`config.mk`:
```
export PLATFORM = sky130hd
export DESIGN_NAME = elevator_call_scheduler
export DESIGN_NICKNAME = d
export VERILOG_FILES = /design/src/rtl/elevator_call_scheduler.sv
export SDC_FILE = /design/constraint.sdc
export NUM_CORES = 1
export LEC_CHECK = 0
export CAP_MARGIN = 20
export CORE_MARGIN = 5
export CORE_UTILIZATION = 50
export CTS_CLUSTER_DIAMETER = 200
export CTS_CLUSTER_SIZE = 14
export DETAILED_ROUTE_END_ITERATION = 12
export GPL_TIMING_DRIVEN = 1
export PLACE_DENSITY = 0.82
export SETUP_SLACK_MARGIN = 0.2
export SYNTH_ARGS = -nofsm -noshare
export SYNTH_HDL_FRONTEND = slang
export SYNTH_SLANG_ARGS = --single-unit
```
`constraint.sdc`:
```
create_clock -name clk -period 3.9 [get_ports clk]
set_input_delay 0.39 -clock clk [delete_from_list [all_inputs] [get_ports clk]]
set_output_delay 0.39 -clock clk [all_outputs]
set_load 0.01 [all_outputs]
```
`src/rtl/elevator_call_scheduler.sv`:
```
// rtl/elevator_call_scheduler.sv - collective (SCAN) elevator car sequencer
// Optional feature macro: ELEV_DOOR_HOLD_EN adds the door_hold input that
// keeps the door open while asserted.
module elevator_call_scheduler #(
  parameter int FLOORS     = 4,
  parameter int FLOOR_BITS = 2,
  parameter int MOVE_TICKS = 8,
  parameter int DOOR_TICKS = 4
) (
  input  logic                  clk,
  input  logic                  rst_n,
  input  logic                  tick,
`ifdef ELEV_DOOR_HOLD_EN
  input  logic                  door_hold,
`endif
  input  logic [FLOORS-1:0]     call_req,
  output logic [FLOOR_BITS-1:0] cur_floor,
  output logic                  dir_up,
  output logic                  moving,
  output logic                  door_open,
  output logic [FLOORS-1:0]     pending,
  output logic                  arrive
);

  localparam int CNT_MAX = (MOVE_TICKS > DOOR_TICKS) ? MOVE_TICKS : DOOR_TICKS;
  localparam int CNT_W   = $clog2(CNT_MAX + 1);
  localparam logic [CNT_W-1:0]      MOVE_LAST = CNT_W'(MOVE_TICKS - 1);
  localparam logic [CNT_W-1:0]      DOOR_LAST = CNT_W'(DOOR_TICKS - 1);
  localparam logic [CNT_W-1:0]      CNT_ONE   = CNT_W'(1);
  localparam logic [FLOOR_BITS-1:0] FLOOR_ONE = FLOOR_BITS'(1);

  typedef enum logic [1:0] {
    S_IDLE   = 2'd0,
    S_MOVING = 2'd1,
    S_DOOR   = 2'd2
  } state_t;

  state_t                state_q, state_d;
  logic [CNT_W-1:0]      cnt_q, cnt_d;
  logic                  check_q, check_d;
  logic [FLOOR_BITS-1:0] floor_d;
  logic                  dir_d;
  logic [FLOORS-1:0]     pend_d;
  logic                  arrive_d;

  logic [FLOORS-1:0]     pend_nx;
  logic [FLOORS-1:0]     pend_eval;
  logic [FLOORS-1:0]     cur_mask;
  logic                  above, below, here;
  logic                  go_up, go_down;
  logic                  restart;
  logic                  hold;

`ifdef ELEV_DOOR_HOLD_EN
  assign hold = door_hold;
`else
  assign hold = 1'b0;
`endif

  // State and datapath registers; async reset parks the car at floor 0, idle
  always_ff @(posedge clk or negedge rst_n) begin
    if (!rst_n) begin
      state_q   <= S_IDLE;
      cnt_q     <= '0;
      check_q   <= 1'b0;
      cur_floor <= '0;
      dir_up    <= 1'b0;
      pending   <= '0;
      arrive    <= 1'b0;
    end else begin
      state_q   <= state_d;
      cnt_q     <= cnt_d;
      check_q   <= check_d;
      cur_floor <= floor_d;
      dir_up    <= dir_d;
      pending   <= pend_d;
      arrive    <= arrive_d;
    end
  end

  // Next-state logic: SCAN decisions on the merged call vector, tick counting
  always_comb begin
    pend_nx  = pending | call_req;
    cur_mask = '0;
    cur_mask[cur_floor] = 1'b1;
    // While the door is open, a call at this floor only extends the dwell
    restart   = (state_q == S_DOOR) && call_req[cur_floor];
    pend_eval = (state_q == S_DOOR) ? (pend_nx & ~cur_mask) : pend_nx;

    above = 1'b0;
    below = 1'b0;
    for (int i = 0; i < FLOORS; i++) begin
      if (pend_eval[i] && (i > int'(cur_floor))) above = 1'b1;
      if (pend_eval[i] && (i < int'(cur_floor))) below = 1'b1;
    end
    here    = |(pend_eval & cur_mask);
    // Keep heading the same way while calls remain ahead
    go_up   = above && (dir_up || !below);
    go_down = !go_up && below;

    state_d  = state_q;
    cnt_d    = cnt_q;
    check_d  = 1'b0;
    floor_d  = cur_floor;
    dir_d    = dir_up;
    pend_d   = pend_eval;
    arrive_d = 1'b0;

    case (state_q)
      S_IDLE: begin
        cnt_d = '0;
        if (here) begin
          state_d  = S_DOOR;
          pend_d   = pend_eval & ~cur_mask;
          arrive_d = 1'b1;
        end else if (go_up) begin
          dir_d   = 1'b1;
          state_d = S_MOVING;
        end else if (go_down) begin
          dir_d   = 1'b0;
          state_d = S_MOVING;
        end
      end
      S_MOVING: begin
        if (check_q) begin
          // First cycle at a new floor: stop if it is wanted, else travel on
          cnt_d = '0;
          if (here) begin
            state_d  = S_DOOR;
            pend_d   = pend_eval & ~cur_mask;
            arrive_d = 1'b1;
          end
        end else if (tick) begin
          if (cnt_q == MOVE_LAST) begin
            cnt_d   = '0;
            check_d = 1'b1;
            floor_d = dir_up ? (cur_floor + FLOOR_ONE) : (cur_floor - FLOOR_ONE);
          end else begin
            cnt_d = cnt_q + CNT_ONE;
          end
        end
      end
      S_DOOR: begin
        if (restart || hold) begin
          cnt_d = '0;
        end else if (tick) begin
          if (cnt_q == DOOR_LAST) begin
            cnt_d = '0;
            if (go_up) begin
              dir_d   = 1'b1;
              state_d = S_MOVING;
            end else if (go_down) begin
              dir_d   = 1'b0;
              state_d = S_MOVING;
            end else begin
              state_d = S_IDLE;
            end
          end else begin
            cnt_d = cnt_q + CNT_ONE;
          end
        end
      end
      default: begin
        state_d = S_IDLE;
        cnt_d   = '0;
      end
    endcase
  end

  // Status outputs decoded from the registered state
  always_comb begin
    moving    = (state_q == S_MOVING);
    door_open = (state_q == S_DOOR);
  end

endmodule

```
======== Word level (Yosys, flattened, before mapping) ========
Index checks and enable logic that the tools add are counted.
operators by class
  add/subtract/negate cells ............... 3
  magnitude comparators ................... 8
  equal/unequal tests ..................... 13
  multiplexer cells ....................... 47
  bitwise logic cells ..................... 6
  reduce and logical (&&, ||, !) cells .... 20
operator list
  operator               count
  $mux W4                9
  $mux W1                22
  $mux W2                9
  $pmux W4 S2            2
  $and A4 B4 Y4          3
  $logic_and A1 B1 Y1    10
  $ne A2 B1 Y1 const B   3
  $ne A2 B2 Y1 const B   3
  $ne A3 B2 Y1 const B   2
  $pmux W2 S3            1
  $reduce_and A6 Y1      1
  $reduce_and A5 Y1      1
  $add A4 B1 Y4 const B  1
  $eq A4 B2 Y1 const B   1
  $eq A4 B3 Y1 const B   1
  $gt A2 B2 Y1 const A   2
  $lt A1 B2 Y1 const A   2
  $ne A4 B4 Y1 const B   1
  $not A4 Y4             1
  $or A4 B4 Y4           1
  $pmux W1 S2            2
  $reduce_and A4 Y1      1
  $reduce_or A4 Y1       1
  $lt A2 B3 Y1 const B   1
  other kinds (15)       16
storage, ports and cells
  flip-flop bits (word level) ............. 15
  input port bits ......................... 7
  logic and storage cells ................. 104

======== Longest topological paths before layout ========
Gate-level depths: netlist of run 1.
  depth in word-level cells ............... 22
  mapped depth ............................ 8
  mapped depth without buffers ............ 7

======== Least setup slack after synthesis of run 1 ========
OpenSTA, ideal clock, no wires.
  kind .................................... flip-flop to flip-flop
  start ................................... register state_q[0]
  end ..................................... register state_q[0]
  setup time .............................. 128 ps
  arrival time ............................ 1970 ps
  slack ................................... 1802 ps
  stages on the path, launching flop included .. 9
  path through ............................ dfrtp_1 > inv_1 > ha_1 > buf_6 > nand2b_1 > o32a_1 > nand3_1 > o211ai_1 > mux2_1
between the ends
  longest elaborated chain between the ends .. 17
  elaborated cells on any way between the ends .. 39
  those cells by class .................... 8 x eq/ne; 15 x mux; 1 x bitwise; 15 x reduce/logical
ends and longest elaborated chain
  what                    line  RTL
  start, declared         38    state_t state_q, state_d;
  start signal, assigned  71    state_q <= state_d;
  $eq A2 B2 Y1 *          --
  via door_open           20    output logic door_open,
  $mux W4                 88    pend_eval = (state_q == S_DOOR) ? (pend_nx & ~cur_mask) : pend_nx;
  $logic_and A1 B1 Y1     94    if (pend_eval[i] && (i < int'(cur_floor))) below = 1'b1;
  $mux W1 (3 in a row)    94
  $logic_not A1 Y1        98    go_up = above && (dir_up || !below);
  $logic_or A1 B1 Y1      98
  $logic_and A1 B1 Y1     98
  $logic_not A1 Y1        99    go_down = !go_up && below;
  $logic_and A1 B1 Y1     99
  $mux W1                 152   end else if (go_down) begin
  $mux W1                 149   if (go_up) begin
  $mux W2                 147   if (cnt_q == DOOR_LAST) begin
  $mux W2                 146   end else if (tick) begin
  $mux W2                 144   if (restart || hold) begin
  $pmux W2 S3             109   case (state_q)
Mark *: on every way through the listed nets, which the timed path passes. The rest lies on a longest branch. The select of a mux whose other input is x is not followed.
A chain may end at the register's enable or synchronous reset.

======== Final worst setup path of run 1 ========
  start ................................... register state_q[0]
  end ..................................... register state_q[0]
between the ends
  longest elaborated chain between the ends .. 17
  elaborated cells on any way between the ends .. 39
  those cells by class .................... 8 x eq/ne; 15 x mux; 1 x bitwise; 15 x reduce/logical
ends and longest elaborated chain
  what                  line
  $eq A2 B2 Y1          87, 88, 109
  $mux W4               88
  $logic_and A1 B1 Y1   94
  $mux W1 (3 in a row)  94
  $logic_not A1 Y1      98
  $logic_or A1 B1 Y1    98
  $logic_and A1 B1 Y1   98
  $logic_not A1 Y1      99
  $logic_and A1 B1 Y1   99
  $mux W1               152
  $mux W1               149
  $mux W2               147
  $mux W2               146
  $mux W2               144
  $pmux W2 S3           109
Parallel ways exist; a longest one is shown, timed or not. The select of a mux whose other input is x is not followed.

==> results.md, run 1 <==
- P&R area growth vs syn: 18.9%
- Syn Std Cell Area: 1100 µm²
- GR Overflow Total: 0
- Simple-Gate Fraction of Synth Area: 13.8%
- Crit Path Max Fanout: 13
- Critical Path RT: 4090 ps
- Slew margin rel.: 53.4%
- Drt pass-1 iters: 4
- Mean post-synth cell area: 9.63 µm²
- Fin. Hold Viols: 0
- Clock sink count: 15
- Die area: 3230 µm²
- FILL cells: 182
- Routed Antenna Nets: 0
- Tcrit/Tclk final: 63.2%
- Peak supply drop: 0.000240 V
- XOR/XNOR Fraction of Synth Area: 2.39%
- Number of setup violations in the final report: 0
- Most frequent cells in the layout: clkdlybuf4s50_1, dfrtp_1, inv_1, ha_1
- Post-DR vias/cell: 5.73
- First-pass GRT wire length: 4260 µm
- Clk_skew: 4.51 ps
- Top FF cell, synth: dfrtp_1
- Largest family of logic cells by synthesized area: compound AO/OA/AOI/OAI gates
- TritonCTS Buffers: 3
- Clk_lat worst skew: 290 ps
- Crit path kind: register to register
- Slew Limit Fails: 0
- #FFs+latches synth: 15
- Width of the die: 56.8 µm
- FF/Latch Area: 375 µm²
- Placement row count: 17
- Post-CTS Setup Bufs: 0
- Die Ht: 56.8 µm
- Root Buffer: clkbuf_4
- RePlAce Congestion: 0.861
- Post-route DRC: 0
- EDFF count, synth: 0
- Final instance area: 1310 µm²
- Tightest Pin Transition: 697 ps
- Asr flop ratio synth: 100%
- Reg clk slew, reported paths: 100 ps
- Via Count: 916
- Capturing point of the worst reg2reg path: state_q[0]
- Syn. warnings: 0
- Pleak: 0.564 nW
- Port Buf Inserts: 16
- Starting Density: 51.1%
- Arr. time, crit path: 2650 ps
- Worst R2R Start: state_q[0]
- RSZ-0062 raised after global routing: no
- Core ar.: 2150 µm²
- Multi-input logic area: 662 µm²
- Resized cells post-CTS: 0
- Fin crit period: 2460 ps
- Placed cell area: 1280 µm²
- Commonest non-fill, non-tap cell in the layout: clkdlybuf4s50_1
- Iter 0 DRT Violations: 21
- Netlist cell types: 45
- Post-synth net total: 132
- Mux share of post-synthesis cell area: 3.08%
- Post-Synthesis Cells: 114
- CP Capture Type: register
- H-tree Lvls: 1
- TritonCTS clock tree: yes
- Synth Area in Compound Gates: 28.5%
- Reg2reg setup slack: 1440 ps
- Inserted Diodes: 0
- Adder-Cell Fraction of Synth Area: 12.5%
- Pwr dens: 468 nW/µm²
- Worst reg-to-reg path cell count: 7
- Final WL: 2470 µm
- HP Class: primary input to async pin
- # nets final: 151
- Max Root-Sink Buffers: 2
- Max-Cap Viols: 0
- Max Fclk: 0.406 GHz
- Seq/Total Area, Yosys: 34.2%
- DR WL/cell: 15.5 µm
- Outcome: complete, no violations
- Share of cells above drive strength 1: 9.09%
- Post-CTS Hold Buffers: 0
- Final TNS setup: 0 ps
- Vias in the first global route: 907
- Overall Global Routing Usage: 16.9%
- CP Launch Type: register
- Initial antenna violation count: 0
- HPWL after DPL: 1910 µm
- Pin count of the biggest net entering global routing: 16
- IO Pins: 17
[worst max path at each step]
| stage | startpoint | endpoint | slack [ps] | cells past startpoint |
|---|---|---|---|---|
| after CTS | state_q[0] | state_q[0] | 1440 | 7 |
| final | state_q[0] | state_q[0] | 1440 | 7 |
| after detailed placement | state_q[0] | state_q[0] | 1450 | 7 |
| after global routing | state_q[0] | state_q[0] | 1210 | 7 |
| after floorplan | state_q[0] | state_q[0] | 1800 | 8 |
| after global placement | call_req[2] | state_q[0] | 1620 | 6 |
[cells in the mapped netlist (all sizes together) (2+ instances only)]
master | instances | area [µm²]
a211o | 2 | 17.5
a21oi | 7 | 35.0
dfrtp | 15 | 375
ha | 11 | 138
inv | 12 | 45.0
nand2 | 8 | 30.0
nand2b | 7 | 51.3
nand3 | 2 | 10.0
nor2 | 8 | 30.0
nor3 | 2 | 10.0
o211ai | 2 | 15.0
o21ai | 6 | 30.0
o32a | 2 | 20.0
xnor2 | 2 | 17.5
[report_power, final]
group,total (mW),internal [mW],switching (mW)
registers,0.201,0.180,0.0217
clock network,0.0930,0.0382,0.0547
logic,0.316,0.138,0.178
[routing by layer]
| layer | up-vias | part of all wire (%) | GRT usage [%] |
|---|---|---|---|
| li1 | 454 | - | - |
| met1 | 434 | 47 | 23.2 |
| met2 | 23 | 47 | 26.7 |
| met3 | 5 | 4.2 | 2.76 |
| met4 | 0 | 1.8 | 5.96 |
| met5 | - | 0 | 0 |
[stage by stage]
step / std cells / hold WS [ps] / power (mW) / util, % / setup slack (ps)
2_1_floorplan: 114 / 94.4 / 0.430 / - / 1800
6_report: 160 / 503 / 0.610 / 60.7 / 1440
3_5_place_dp: 156 / 515 / 0.520 / 59.5 / 1450
4_1_cts: 160 / 529 / 0.613 / 60.7 / 1440
3_3_place_gp: 156 / 496 / 0.507 / 59.5 / 1620
5_1_grt: 160 / 564 / 0.662 / 60.7 / 1210
[worst max-delay path, stage by stage, from the launching register on]
cell and delay, ps:
dfrtp_1 440, inv_1 120, ha_1 470, nand2b_1 180
o32a_1 220, nand3_1 240, o211ai_1 330, mux2_1 350
[sequential cells by signal, summed over array words and instances (netlist names)]
name and count:
arrive 1, check_q 1, cnt_q 4, cur_floor 2, dir_up 1, pending 4, state_q 2
[kinds of logic after synthesis]
group / Yosys count
AOI/OAI and AO/OA: 39
muxes: 2
and+or+nand+nor: 30
DFF: 15
buffers and inverters: 14
adders and majority gates: 11
xor gates and xnor gates: 3
[layout make-up]
class	instances	area share (%)
inverters	12	3.45
clock buffers	3	1.73
well taps	28	2.68
repair buffers	16	12.3
flip-flops and latches	15	28.8
clock inverters	1	0.384
multi-input cells	85	50.7
Power figures use the tool's default switching activity.
==> inputs of run 2 (changes only) <==
--- a/config.mk
+++ b/config.mk
@@ -7,12 +7,12 @@
 export LEC_CHECK = 0
 export CAP_MARGIN = 20
 export CORE_MARGIN = 5
-export CORE_UTILIZATION = 50
+export CORE_UTILIZATION = 47
 export CTS_CLUSTER_DIAMETER = 200
 export CTS_CLUSTER_SIZE = 14
 export DETAILED_ROUTE_END_ITERATION = 12
 export GPL_TIMING_DRIVEN = 1
-export PLACE_DENSITY = 0.82
+export PLACE_DENSITY = 0.81
 export SETUP_SLACK_MARGIN = 0.2
 export SYNTH_ARGS = -nofsm -noshare
 export SYNTH_HDL_FRONTEND = slang
==> constraint.sdc (replaced) <==
create_clock -name clk -period 2.2 [get_ports clk]
set_input_delay 0.22 -clock clk [delete_from_list [all_inputs] [get_ports clk]]
set_output_delay 0.22 -clock clk [all_outputs]
set_load 0.01 [all_outputs]
==> run 2 against run 1 <==
Against the previous run: fmax up 24%; sequential cell count is the same; core utilization up 6.6 points; power increased by 98%; critical path type unchanged; largest power group unchanged.
==> results.md, run 2 (synthesis gave the netlist of run 1 again) <==
- Fin. Hold Viols: 0 (unchanged)
- Crit Path Max Fanout: 4 (was 13)
- Root Buffer: clkbuf_4 (unchanged)
- Commonest non-fill, non-tap cell in the layout: clkdlybuf4s50_1 (unchanged)
- Top Usage Layer GRT: met2 (unchanged)
- # nets final: 163 (was 151)
- Reg2reg setup slack: 220 ps (was 1440 ps)
- Drt pass-1 iters: 4 (unchanged)
- PnR worst setup slack: 218 ps (was 1440 ps)
- Max Fclk: 0.505 GHz (was 0.406 GHz)
- Overall Global Routing Usage: 16.1% (was 16.9%)
- Width of the die: 58.3 µm (was 56.8 µm)
- Critical Path RT: 2380 ps (was 4090 ps)
- Die area: 3400 µm² (was 3230 µm²)
- IO Pins: 17 (unchanged)
- Peak supply drop: 0.000598 V (was 0.000240 V)
- Slew Limit Fails: 0 (unchanged)
- FF/Latch Area: 379 µm² (was 375 µm²)
- Pleak: 0.632 nW (was 0.564 nW)
- DR WL/cell: 15.9 µm (was 15.5 µm)
- Share of cells above drive strength 1: 27.1% (was 9.09%)
- Clk_lat worst skew: 290 ps (about the same)
- CP Launch Type: register (unchanged)
- Iter 0 DRT Violations: 23 (was 21)
- Arr. time, crit path: 2170 ps (was 2650 ps)
- H-tree Lvls: 1 (unchanged)
- TritonCTS clock tree: yes (unchanged)
- Most frequent cells in the layout: clkdlybuf4s50_1, dfrtp_1, buf_4 (was clkdlybuf4s50_1, dfrtp_1, inv_1, ha_1)
- Initial antenna violation count: 0 (unchanged)
- M2 GR Usage: 26.8% (was 26.7%)
- Die Ht: 58.3 µm (was 56.8 µm)
- Vias in the first global route: 941 (was 907)
- Fin crit period: 1980 ps (was 2460 ps)
- Clock sink count: 15 (unchanged)
- Final instance area: 1490 µm² (was 1310 µm²)
- Final WL: 2740 µm (was 2470 µm)
- Reg clk slew, reported paths: 100 ps (about the same)
- GR Overflow Total: 0 (unchanged)
- RePlAce Congestion: 0.870 (was 0.861)
- Slew margin rel.: 54.4% (was 53.4%)
- Placement row count: 17 (unchanged)
- Starting Density: 49.6% (was 51.1%)
- First-pass GRT wire length: 4260 µm (unchanged)
- Port Buf Inserts: 16 (unchanged)
- Pre-CTS setup slack: 94.8 ps (was 1450 ps)
- Pin count of the biggest net entering global routing: 16 (unchanged)
- Number of setup violations in the final report: 0 (unchanged)
- Pwr dens: 812 nW/µm² (was 468 nW/µm²)
- Multi-input logic area: 748 µm² (was 662 µm²)
- Max-Cap Viols: 0 (unchanged)
- Tcrit/Tclk final: 90.1% (was 63.2%)
- Via Count: 1010 (was 916)
- Inserted Diodes: 0 (unchanged)
- HPWL after DPL: 1900 µm (was 1910 µm)
- GRT met3 Usage: 3.29% (was 2.76%)
- Tightest Pin Transition: 682 ps (was 697 ps)
- Placed cell area: 1320 µm² (was 1280 µm²)
- Routed Antenna Nets: 0 (unchanged)
- CP Capture Type: register (unchanged)
- Core ar.: 2210 µm² (was 2150 µm²)
- Power Total: 1.21 mW (was 0.610 mW)
- Max Root-Sink Buffers: 2 (unchanged)
- Outcome: complete, no violations (unchanged)
- Post-DR vias/cell: 5.87 (was 5.73)
- FILL cells: 169 (was 182)
- RSZ-0062 raised after global routing: yes (was no)
- Post-route DRC: 0 (unchanged)
- TritonCTS Buffers: 3 (unchanged)
- GR Util met1: 19.9% (was 23.2%)
- Largest registers: cnt_q x4, pending x4 (unchanged)
- Final TNS setup: 0 ps (unchanged)
- Crit path kind: register to register (unchanged)
- HP Class: primary input to async pin (unchanged)
- Clk_skew: 13.1 ps (was 4.51 ps)
- P&R area growth vs syn: 35.7% (was 18.9%)
- Post-CTS Hold Buffers: 0 (unchanged)
-- run 2: changes by cell type in the layout (fill, tap and decap cells not counted), sizes merged --
cell | previous run | this run
buf | 0 | 12
-- run 2: what timing repair did --
item,4_1_cts,5_1_grt
gates resized for setup,5,11
pin swaps,4,4
setup buffers,6,3
endpoints found under the setup margin,2,5
-- run 2: critical path, stage by stage, from the launching register on --
cell and delay, ps:
dfrtp_2 410, buf_6 130, mux4_2 570, o31a_1 360, a21o_1 170, a211o_1 250
-- run 2: power by group --
part / internal [mW] / switching, mW / total [mW]
Clock: 0.0675 / 0.0940 / 0.161
Combinational: 0.320 / 0.361 / 0.680
Sequential: 0.320 / 0.0469 / 0.367
-- run 2: path summary, 6_finish.rpt --
kind,start,end,depth (start not counted)
worst min register to register,cnt_q[0],cnt_q[0],1
min in group clk,cnt_q[0],cnt_q[0],1
worst min-delay path,rst_n,pending[3],1
worst max register to register,cur_floor[0],dir_up,5
worst max-delay path,cur_floor[0],dir_up,5
max in group asynchronous,rst_n,state_q[0],1
-- run 2: area by class of cell --
class,count,share of cell area (%)
multi-input combinational,85,50.3
clock inverter,1,0.336
tap,28,2.35
timing repair buffer,28,17.1
clock buffer,3,1.51
inverter,12,3.03
sequential,15,25.5
-- run 2: layer usage --
layer / part of all wire, % / vias to the layer above
met5: 0 / -
met4: 1.9 / 0
met3: 6.6 / 7
met2: 49 / 39
met1: 42 / 486
li1: - / 478
-- run 2: metrics by stage --
stage	utilization, %	std cells	hold WS, ps
final	67.3	172	331
after global routing	67.3	172	389
after CTS	63.6	169	365
after detailed placement	59.6	159	513
after global placement	59.6	159	501
after floorplan	-	114	-75.6
